`config.mk`:
```
export PLATFORM = sky130hd
export DESIGN_NAME = btn_conditioner
export DESIGN_NICKNAME = d
export VERILOG_FILES = /design/src/rtl/btn_conditioner.sv
export SDC_FILE = /design/constraint.sdc
export NUM_CORES = 1
export LEC_CHECK = 0
export CORE_MARGIN = 2
export CORE_UTILIZATION = 55
export DETAILED_ROUTE_END_ITERATION = 8
export HOLD_SLACK_MARGIN = 0.08
export PLACE_DENSITY = 0.74
export RECOVER_POWER = 25
export SYNTH_ARGS = -nofsm -noshare
export SYNTH_HDL_FRONTEND = slang
export SYNTH_SLANG_ARGS = --single-unit
```
`constraint.sdc`:
```
create_clock -name clk -period 2.47 [get_ports clk]
set_clock_uncertainty 0.05 [all_clocks]
set_input_delay 0.3705 -clock clk [delete_from_list [all_inputs] [get_ports clk]]
set_output_delay 0.3705 -clock clk [all_outputs]
set_load 0.05 [all_outputs]
```
`src/rtl/btn_conditioner.sv`:
```
// Button front end: 2-FF sync, debounce, press pulse, optional hold-to-repeat.
// Ports: clk, rst (sync, active-high), btn_raw[N_BTN] in; btn_pulse, btn_level out.
module btn_conditioner #(
  parameter int N_BTN         = 5,
  parameter int DEBOUNCE_CYC  = 500_000,
  parameter int REPEAT_DELAY  = 25_000_000,
  parameter int REPEAT_PERIOD = 7_500_000,
  parameter logic [N_BTN-1:0] REPEAT_MASK = 5'b01111
) (
  input  logic             clk,
  input  logic             rst,
  input  logic [N_BTN-1:0] btn_raw,
  output logic [N_BTN-1:0] btn_pulse,
  output logic [N_BTN-1:0] btn_level
);

  localparam int DB_W = (DEBOUNCE_CYC > 1) ?
                        $clog2(DEBOUNCE_CYC) : 1;
  localparam int RP_MAX = (REPEAT_DELAY > REPEAT_PERIOD) ?
                          REPEAT_DELAY : REPEAT_PERIOD;
  localparam int HD_W = (RP_MAX > 1) ? $clog2(RP_MAX) : 1;

  localparam logic [DB_W-1:0] DB_LAST  = DB_W'(DEBOUNCE_CYC - 1);
  localparam logic [HD_W-1:0] DLY_LAST = HD_W'(REPEAT_DELAY - 1);
  localparam logic [HD_W-1:0] PER_LAST = HD_W'(REPEAT_PERIOD - 1);

  typedef enum logic [1:0] {
    IDLE,
    HELD_DELAY,
    HELD_REPEAT
  } rep_state_t;

  logic [N_BTN-1:0] sync1;
  logic [N_BTN-1:0] sync2;
  logic [N_BTN-1:0] lvl_nxt;
  logic [N_BTN-1:0] pulse_nxt;

  always_ff @(posedge clk) begin
    if (rst) begin
      sync1 <= '0;
      sync2 <= '0;
    end else begin
      sync1 <= btn_raw;
      sync2 <= sync1;
    end
  end

  for (genvar i = 0; i < N_BTN; i++) begin : g_btn
    logic [DB_W-1:0] cnt_q;
    logic [DB_W-1:0] cnt_d;
    logic            lvl_d;
    logic [HD_W-1:0] hold_q;
    logic [HD_W-1:0] hold_d;
    rep_state_t      st_q;
    rep_state_t      st_d;
    logic            press;
    logic            fire;

    always_comb begin
      cnt_d = '0;
      lvl_d = btn_level[i];
      if (sync2[i] != btn_level[i]) begin
        if (cnt_q == DB_LAST) begin
          lvl_d = sync2[i];
        end else begin
          cnt_d = cnt_q + DB_W'(1);
        end
      end
    end

    assign press = lvl_d & ~btn_level[i];

    always_comb begin
      st_d   = st_q;
      hold_d = hold_q;
      fire   = 1'b0;
      if (!lvl_d) begin
        st_d   = IDLE;
        hold_d = '0;
      end else begin
        unique case (st_q)
          IDLE: begin
            if (press && REPEAT_MASK[i]) begin
              st_d   = HELD_DELAY;
              hold_d = '0;
            end
          end
          HELD_DELAY: begin
            if (hold_q == DLY_LAST) begin
              fire   = 1'b1;
              hold_d = '0;
              st_d   = HELD_REPEAT;
            end else begin
              hold_d = hold_q + HD_W'(1);
            end
          end
          HELD_REPEAT: begin
            if (hold_q == PER_LAST) begin
              fire   = 1'b1;
              hold_d = '0;
            end else begin
              hold_d = hold_q + HD_W'(1);
            end
          end
          default: begin
            st_d   = IDLE;
            hold_d = '0;
          end
        endcase
      end
    end

    always_ff @(posedge clk) begin
      if (rst) begin
        cnt_q  <= '0;
        hold_q <= '0;
        st_q   <= IDLE;
      end else begin
        cnt_q  <= cnt_d;
        hold_q <= hold_d;
        st_q   <= st_d;
      end
    end

    // A 1-cycle delay/period would otherwise strobe on back-to-back
    // cycles; suppress a repeat right after any pulse.
    assign lvl_nxt[i]   = lvl_d;
    assign pulse_nxt[i] = press | (fire & ~btn_pulse[i]);
  end

  always_ff @(posedge clk) begin
    if (rst) begin
      btn_level <= '0;
      btn_pulse <= '0;
    end else begin
      btn_level <= lvl_nxt;
      btn_pulse <= pulse_nxt;
    end
  end

endmodule

```
==> impl_results.md <==
* Status: completed
* First-pass GRT wire length at 35.47 mm
* Library cells used by synthesis at 55
* Fillers at 1575
* Total track usage at 0.2038
* Pleak at 3.792 nW
* Placer Congestion at 0.8598
* Arrival time worst endpoint at 2.79 ns
* Max_slew headroom at 0.4683
* # port buffers at 16
* Finished Cell Area at 11950 um^2
* Clock root buffer: clkbuf_16
* Clk slew on worst S/H paths at 0.06 ns
* Synthesized area at 10430 um^2
* Vias per cell at 5.513
* Crit path max fanout at 13
* Post-synth top cells: 231 x nor2_1, 223 x dfxtp_1, 95 x xor2_1
* Leading area contributor after synthesis: dfxtp_1
* Clock tree buffer depth at 3
* Synthesized area per cell at 8.591 um^2
* Final Max Slew Viols at 0
* Finished Layout Cells at 1512
* Row Count at 50
* FF-to-FF path depth at 8
* Most common cell in the netlist: nor2_1
* Post-route ant nets at 0
* Final nets at 1291
* Max Cap Viol at 0
* Inst Count DP at 1463
* Post-synth ARST share at 0
* Via count at 8336
* Peak VDD IR at 0.0005014 V
* Cts bufs inserted at 25
* Worst-path cell chain: or4_1 -> or4_4 -> or3_1 -> a21o_1 -> inv_2 -> o21ai_4 -> buf_12 -> nor2_1
* CTS H-tree lvls at 1
* Routed len/inst at 13.40 um
* Die area at 20080 um^2
* Post-synthesis sequential area ratio at 0.4280
* Residual DRC at 0
* Diodes inserted at 0
* Initial antenna violation count at 0
* Synth-to-layout area growth at 14.61%
* Least-Margin Pin Slew at 0.7958 ns
* WHS Path Cells at 2
* Vias in the first global route at 7847
* Endpoints failing setup at 0
* Largest net degree at the start of global routing at 26
* RSZ-0062 raised after global routing: yes
* Detailed Routing Iterations Pass 1 at 5
* DRT Wirelength at 20.26 mm
* Slowest stage cell, crit path: or4_1
* Worst-Skew Late Latency at 0.52 ns
* Crit end category: register
* Die height at 141.7 um
* Crit path largest cell delay at 0.50 ns
* Critical path's top delay family: simple AND/OR/NAND/NOR gates
* Buf/Inv on CP at 2
* # clock sinks at 223
* Startpoint Class: register
* Boundary Pins at 17
* Mapped Nets at 1246
* Placed Area at 11070 um^2
* Cell depth of the worst setup path at 8
* Synthesis-stage register bit count at 223
* Dpl hpwl at 13.32 mm
* F_max at 0.4200 GHz
* Worst Hold Launch: btn_raw[0]
* Crit share post-route at 0.9640
* Final WS setup at 0.08896 ns
* Grt total ovfl at 0
* Power after layout at 0.007402 W
* Main synth FF type: dfxtp_1
* Post-Place Worst Slack at -0.05660 ns
* Kind of critical path: reg2reg
* Setup TNS at 0 ns
* Core ar. at 18640 um^2
* Reg2Reg Launch Point: g_btn[0].cnt_q[10]
* CP Launch Point: g_btn[0].cnt_q[10]
* Fraction of layout cells with a size suffix above 1 at 0.07199
* Yosys top cell area share at 0.4280
* CP Data Required Time at 2.88 ns
* Post-synth EDFFs at 0
* Initial DRC count at 423
* Mapped Cells at 1214
* Min-Delay Path Class: in2reg
* CTS tree: done
* Hold Fails Final Rpt at 0
* Post-layout minimum cycle time at 2.381 ns
* Synth warn at 0
* Die Width at 141.7 um
* Cell Pwr Density at 619.2 nW/um^2
* Initial Util at 0.5595
* Synth area leaders: dfxtp_1 43%, nor2_1 8.3%, xor2_1 8.0%
[report_power, final]
group	internal, W	switching [W]	leakage, nW
Sequential	0.00361	0.00000666	1.80
Combinational	0.0000228	0.0000271	1.58
Clock	0.00227	0.00147	0.415
Total	0.00590	0.00150	3.79
[cell families (layout without fill, tap and decap cells)]
group           count (synthesis)  in the layout  synth area share
simple gates                  644            644            0.3153
flops                         223            223            0.4280
xor+xnor                      173            173            0.1453
buf+inv                        72            135           0.02771
compound gates                 70             71           0.04703
fa+ha+maj                      25             25           0.02999
mux                             7              7          0.006718
[path summary, 6_finish.rpt]
| path | to | slack, ns |
|---|---|---|
| worst min-delay path | sync1[0] | 0.35 |
| worst min register to register | sync2[0] | 0.39 |
| worst max register to register | g_btn[0].hold_q[3] | 0.09 |
| worst max-delay path | g_btn[0].hold_q[3] | 0.09 |
[metrics by stage]
stage,hold WS (ns),utilization
floorplan,0.3638,-
finish,0.3504,0.6412
global placement,0.3734,0.5937
CTS,0.3411,0.6392
detailed placement,0.3845,0.5937
global route,0.3615,0.6412
[flip-flops by register name, indices dropped and copies added (netlist names)]
signal,cells
btn_pulse,5
btn_level,5
sync1,5
g_btn.hold_q,100
g_btn.cnt_q,95
g_btn.st_q,8
sync2,5
[layout make-up]
| type | count | area (um^2) | area share |
|---|---|---|---|
| Tap cell | 234 | 292.8 | 0.02449 |
| Clock buffer | 34 | 689.4 | 0.05767 |
| Timing Repair Buffer | 54 | 506.7 | 0.04239 |
| Inverter | 35 | 131.4 | 0.01099 |
| Multi-Input combinational cell | 920 | 5727 | 0.4791 |
| Sequential cell | 223 | 4464 | 0.3735 |
| Clock inverter | 12 | 142.6 | 0.01193 |
[repair_timing]
item | CTS | global route
setup endpoints to repair | 25 | 50
gates cloned | 1 | 0
pin swaps | 1 | 2
hold buffers | 0 | 0
gates resized for setup | 2 | 4
buffers inserted | 0 | 2
[layout by cell type, fill, tap and decap left out, drive strengths merged, types with 3 or more instances in the layout]
master,n
xnor2,78
nor2,231
o21ai,20
nor4b,13
clkbuf,38
nand3,85
clkdlybuf4s50,15
a31oi,5
o31ai,4
or3,13
nand3b,11
nor4,26
ha,25
and3,34
nor4bb,7
nand2b,5
bufinv,3
xor2,95
and2,8
a21oi,20
buf,34
or2,4
nor2b,15
mux2i,7
a22o,3
nor3,25
and4,13
dfxtp,223
or4,8
nand2,66
inv,36
clkinv,8
nand4,70
nor3b,4
[metal layers]
layer	vias to the layer above	GRT usage	routed length (um)
met4	0	0.06105	512
met2	124	0.3388	9202
li1	4322	-	-
met1	3850	0.2774	9914
met3	40	0.02767	632
met5	-	0	0
Power figures use the tool's default switching activity.
